### config.mk
export PLATFORM = sky130hd
export DESIGN_NAME = max_burst_sched
export DESIGN_NICKNAME = d
export VERILOG_FILES = /design/src/rtl/max_burst_sched.sv
export SDC_FILE = /design/constraint.sdc
export NUM_CORES = 1
export LEC_CHECK = 0
export ABC_AREA = 1
export BUFFER_PORTS_ARGS = -buffer_cell sky130_fd_sc_hd__buf_2
export CORE_MARGIN = 1.5
export CORE_UTILIZATION = 48
export CTS_CLUSTER_SIZE = 12
export DETAILED_ROUTE_END_ITERATION = 16
export PLACE_DENSITY = 0.78
export REMOVE_ABC_BUFFERS = 1
export SYNTH_ARGS = -nofsm -noshare
export SYNTH_HDL_FRONTEND = slang
export SYNTH_SLANG_ARGS = --single-unit
### constraint.sdc
create_clock -name clk -period 1.7 [get_ports clk]
set_input_delay 0.34 -clock clk [delete_from_list [all_inputs] [get_ports clk]]
set_output_delay 0.34 -clock clk [all_outputs]
set_load 0.01 [all_outputs]
### src/rtl/max_burst_sched.sv
// Burst maximum sequencer: streams operands against a running maximum through an
// external compare unit and reports max, position and saturating count per burst.
module max_burst_sched #(
  parameter int W    = 8,
  parameter int IDXW = 8
) (
  input  logic            clk,
  input  logic            rst,
  input  logic            in_valid,
  output logic            in_ready,
  input  logic [W-1:0]    in_data,
  input  logic            in_last,
  output logic [W-1:0]    cmp_a,
  output logic [W-1:0]    cmp_b,
  input  logic            cmp_gt,
  output logic            out_valid,
  input  logic            out_ready,
  output logic [W-1:0]    out_max,
  output logic [IDXW-1:0] out_idx,
  output logic [IDXW-1:0] out_count,
  output logic            out_ovf
);

  typedef enum logic [1:0] {IDLE, ACC, OUT} state_t;

  localparam logic [IDXW-1:0] CNT_MAX = '1;

  state_t          state;
  logic [W-1:0]    max_q;
  logic [IDXW-1:0] idx_q;
  logic [IDXW-1:0] cnt_q;
  logic            ovf_q;
  logic            accept;
  logic            handoff;
  logic            cnt_sat;

  assign accept  = in_valid & in_ready;
  assign handoff = out_valid & out_ready;
  assign cnt_sat = (cnt_q == CNT_MAX);

  // The compare unit always sees the running max against the operand on the bus.
  assign cmp_a = max_q;
  assign cmp_b = in_data;

  assign out_max   = max_q;
  assign out_idx   = idx_q;
  assign out_count = cnt_q;
  assign out_ovf   = ovf_q;

  // in_ready/out_valid are registered alongside the state so they never glitch.
  always_ff @(posedge clk or posedge rst) begin
    if (rst) begin
      state     <= IDLE;
      in_ready  <= 1'b1;
      out_valid <= 1'b0;
      max_q     <= '0;
      idx_q     <= '0;
      cnt_q     <= '0;
      ovf_q     <= 1'b0;
    end else begin
      case (state)
        IDLE: begin
          if (accept) begin
            max_q <= in_data;
            idx_q <= '0;
            cnt_q <= IDXW'(1);
            ovf_q <= 1'b0;
            if (in_last) begin
              state     <= OUT;
              in_ready  <= 1'b0;
              out_valid <= 1'b1;
            end else begin
              state <= ACC;
            end
          end
        end
        ACC: begin
          if (accept) begin
            // Selection comes only from cmp_gt; idx takes the already-saturated count.
            if (cmp_gt) begin
              max_q <= in_data;
              idx_q <= cnt_q;
            end
            if (cnt_sat) begin
              ovf_q <= 1'b1;
            end else begin
              cnt_q <= cnt_q + IDXW'(1);
            end
            if (in_last) begin
              state     <= OUT;
              in_ready  <= 1'b0;
              out_valid <= 1'b1;
            end
          end
        end
        OUT: begin
          if (handoff) begin
            state     <= IDLE;
            in_ready  <= 1'b1;
            out_valid <= 1'b0;
          end
        end
        default: begin
          state     <= IDLE;
          in_ready  <= 1'b1;
          out_valid <= 1'b0;
        end
      endcase
    end
  end

endmodule

* Word-level counts from Yosys, hierarchy flattened
Index checks and enable logic that the tools add are counted.
** Storage, ports and cells
- Register bits :: 29
- Word-level logic and storage cells :: 60
** Operators by class
- $add $sub $neg :: 1
- Eq/ne operators :: 12
- Mux-type cells :: 30
- Bitwise operators :: 2
- Reduce and logical (&&, ||, !) cells :: 8
** Operators by type and width (number)
- 8-bit two-way mux :: 9
- 8-bit one-hot mux with 2 select lines :: 3
- 4-bit AND reduction :: 4
- 2-bit inequality test, second input constant :: 7
- 2-bit two-way mux :: 5
- 1-bit two-way mux :: 9
- 8-bit by 1-bit adder with 8-bit output, second input constant :: 1
- 8-bit equality test, second input constant :: 1
- 1-bit one-hot mux with 2 select lines :: 3
- 2-bit one-hot mux with 3 select lines :: 1
- 2-bit by 1-bit inequality test with 1-bit output, second input constant :: 2
- 3-bit AND reduction :: 1
- 1-bit AND :: 2
- 2-bit by 1-bit equality test with 1-bit output, second input constant :: 1
- 2-bit equality test, second input constant :: 1
- 2-bit logical NOT :: 1
- 2-bit nonzero test :: 1
- 2-bit OR reduction :: 1

* Longest topological paths before layout
- Depth in word-level cells :: 4
- Gate-level depth with buffers :: 8
- Mapped depth without buffers :: 8

* Worst setup path after synthesis
Ideal clock, no wire load.
- Kind :: reg-to-reg
- Start point :: register in_ready
- End point :: register idx_q[3], in the netlist out_idx[3]
- Setup time :: 0.126 ns
- Data arrival time :: 1.196 ns
- Slack :: 0.378 ns
- Cell stages (with the launch flop) :: 7
- Path buffers :: 1
- Clock period less this slack :: 1.322 ns
- Cells stage by stage :: dfstp_2 > nand2_1 > nor2_4 > o21ai_2 > buf_2 > nand2_1 > o21ai_0
** Between the ends
- Cells in the longest elaborated chain, start to end :: 3
- Elaborated cells on any way between the ends :: 4
- Those cells by class :: eq/ne: 2; bitwise: 1; reduce/logical: 1
** Ends and longest elaborated chain
- start: declaration :: line 10 : output logic in_ready,
- start signal: assignment :: line 54 : in_ready <= 1'b1;
- start signal: assignment :: line 70 : in_ready <= 1'b0;
- start signal: assignment :: line 91 : in_ready <= 1'b0;
- 1-bit AND (*) :: line 37 : assign accept = in_valid & in_ready;
- 2-bit inequality test (no source line)
- 4-bit AND reduction (no source line) (*)
- end signal: assignment :: line 82 : idx_q <= cnt_q;
- end: declaration :: line 30 : logic [IDXW-1:0] idx_q;
Mark *: on every way between the ends. The rest lies on a longest branch, timed or not.
A chain may end at the register's enable or synchronous reset.

* Worst setup path after layout
- Start point :: register in_ready
- End point :: register idx_q[0], in the netlist out_idx[0]
The elaborated chain is that of the path after synthesis.

==> results.py <==
metrics = {
    "outcome": {
        "status": "finished clean",
    },
    "clocking": {
        "clk_path_buf_depth": 2,
        "cts_max_level": 2,
        "ctsHoldBuffers": 0,
        "numCtsBuffers": 5,
        "insertion_delay_ps": 320,
        "cts.clk_slew.worst_paths_ps": 100,
        "cts_tree": "yes",
        "cts_sinks": 29,
        "cts_resized": 0,
        "post_cts_buffers": 0,
        "cts_root_buf": "clkbuf_4",
    },
    "critical_path": {
        "cp.required_ps": 1970,
        "crit_fanout": 24,
        "startpoint_type": "flip-flop",
        "startpoint": "in_ready",
        "worst_setup_path_end_kind": "flip-flop",
        "timing.rr.start": "in_ready",
        "critPathArrivalTime_ps": 1720,
        "worst-setup-path-type": "flip-flop to flip-flop",
    },
    "sta": {
        "post-route-period-util_pct": 85.7,
        "clock_skew_ps": 4.30,
        "final_hold_viol_count": 0,
        "fmax_mhz": 686,
        "slew_headroom_pct": 63.8,
        "fin_setup_tns_ps": 0,
        "min_period_ps": 1460,
        "timing.hold.ws_ps": 63.2,
        "rsz0062_at_grt": "false",
        "worst_pin_slew_ps": 541,
        "slew_violations": 0,
        "final-setup-viol-count": 0,
    },
    "yosys": {
        "synth_top_family_by_area": "simple AND/OR/NAND/NOR gates",
        "yosys-mux-area-fraction_pct": 0,
        "yosys_warnings": 0,
        "synthAdderAreaFrac_pct": 0.826,
        "synth-edff-count": 0,
        "synth_simple_gate_area_share_pct": 29.6,
        "avgSynthCellArea_um2": 8.06,
        "synth_top_cell_by_area": "dfrtp_1",
        "yosysUniqueCellTypes": 22,
        "seq_area_frac_synth_pct": 48.0,
        "mappedNetlistArea_um2": 1520,
        "yosysTopAreaCellShare_pct": 46.2,
        "synthCells": 188,
        "synth-xor-area-share_pct": 0.578,
        "synth-seq-cells": 29,
        "synth_common_cells": "nand2_1 (79), dfrtp_1 (28), buf_4 (16)",
        "synth_compound_area_share_pct": 7.43,
        "synth_area_leaders": "dfrtp_1 (46%), nand2_1 (20%), buf_4 (7.9%)",
        "yosysMostFrequentCell": "nand2_1",
        "ys_async_sr_fraction_pct": 100,
        "ys.flop_type": "dfrtp_1",
    },
    "drt": {
        "wire_per_inst_um": 10.5,
        "ant_nets": 0,
        "vias": 1272,
        "first_pass_iters": 4,
        "finalWirelength_mm": 2.90,
        "drt_iter0_markers": 75,
        "via_per_inst": 4.61,
        "drc_errors": 0,
    },
    "floorplanning": {
        "ios": 57,
        "initial_utilization_pct": 50.0,
        "rows": 20,
        "die_height_um": 59.2,
        "dieArea_um2": 3500,
        "die_w_um": 59.2,
        "core_area_um2": 3030,
    },
    "global_route": {
        "grt_overflow": 0,
        "grt_pass1_wl_mm": 4.60,
        "antenna_found_initial": 0,
        "track_usage_pct": 17.7,
        "grt_pass1_vias": 1034,
        "grt_max_degree": 30,
    },
    "finish": {
        "area_growth_pct": 15.9,
        "fin_area_um2": 1760,
        "drive_above_1_share_pct": 34.5,
        "nets": 246,
        "antenna_cells": 0,
    },
    "min_path": {
        "worst_hold_path_type": "primary input to async pin",
    },
    "placed_design": {
        "place_congestion": 0.749,
        "numPortBuffers": 56,
        "dp_hpwl_mm": 2.07,
        "post_dp_cell_area_um2": 1700,
    },
    "job": {
        "maxCapViolations": 0,
    },
    "power": {
        "p_leak_nw": 1.00,
        "cellPowerDensity_nw_per_um2": 655,
        "ir_worst_vdd_uv": 342,
    },
}
-- final cells by class --
type                            count  area (µm²)
Clock buffer                        6        41.3
Timing Repair Buffer               57         288
Clock inverter                      2        10.0
Inverter                           12        45.0
Sequential cell                    29         727
Multi-Input combinational cell    126         591
Tap cell                           44        55.1
Fill cell                         293        1270
-- registers in the layout (all words and copies together) (netlist names) --
| register | count |
|---|---|
| out_idx | 8 |
| out_count | 8 |
| state | 2 |
| out_valid | 1 |
| cmp_a | 8 |
| out_ovf | 1 |
| in_ready | 1 |
-- routing by layer --
layer	vias up	share of wire, %	GRT usage [%]	wire length, µm
met5	-	0	0	0
met4	0	0.93	7.79	27
met3	2	5.2	5.46	151
met2	42	45	25.6	1320
met1	563	48	24.5	1400
li1	665	-	-	-
-- layout by cell type, fill, tap and decap left out, types with 2 or more instances in the layout --
cell type	n
clkinv_2	2
nand3_1	12
o21ai_1	3
buf_2	56
clkbuf_4	5
nand2_1	79
inv_1	9
o21ai_0	8
nor2_1	8
inv_2	3
nor2_4	2
o21ai_2	5
dfrtp_1	28
-- per-stage QoR --
step	setup WS (ps)	power [W]	instances	util [%]
after global placement	115	0.000764	268	56.1
after floorplan	337	0.000724	167	-
after global routing	106	0.00121	276	58.0
after detailed placement	66.5	0.000763	268	56.1
after CTS	43.7	0.00116	276	57.8
final	242	0.00115	276	58.0
-- power by group --
part	internal, W	switching (W)	total (W)
Clock	0.000157	0.000244	0.000401
Combinational	0.0000209	0.0000367	0.0000576
Sequential	0.000691	0.00000137	0.000692
Total	0.000869	0.000282	0.00115
-- final timing paths --
| path | end | slack [ps] | cells after the start |
|---|---|---|---|
| hold / removal | out_count[6] | 60 | 3 |
| min in group clk | cmp_a[4] | 220 | 3 |
| max in group asynchronous | in_ready | 1330 | 3 |
| setup reg to reg | out_idx[0] | 240 | 6 |
| hold reg to reg | in_ready | 490 | 2 |
| setup / recovery | out_idx[0] | 240 | 6 |
-- critical path, stage by stage (launching register included) --
cell	delay (ps)
dfstp_2	550
nand2_1	100
nor2_4	220
o21ai_4	210
inv_2	190
nand2_1	80
nand2_1	60
-- cells by family (layout without fill, tap and decap cells) --
kind of cell	after synthesis	in the layout
flip-flops	29	29
adder cells (fa/ha/maj)	1	1
XOR/XNOR	1	1
buffers and inverters	33	77
AND/OR/NAND/NOR	106	106
AO/OA/AOI/OAI	18	18
(Power assumes the default switching activity.)
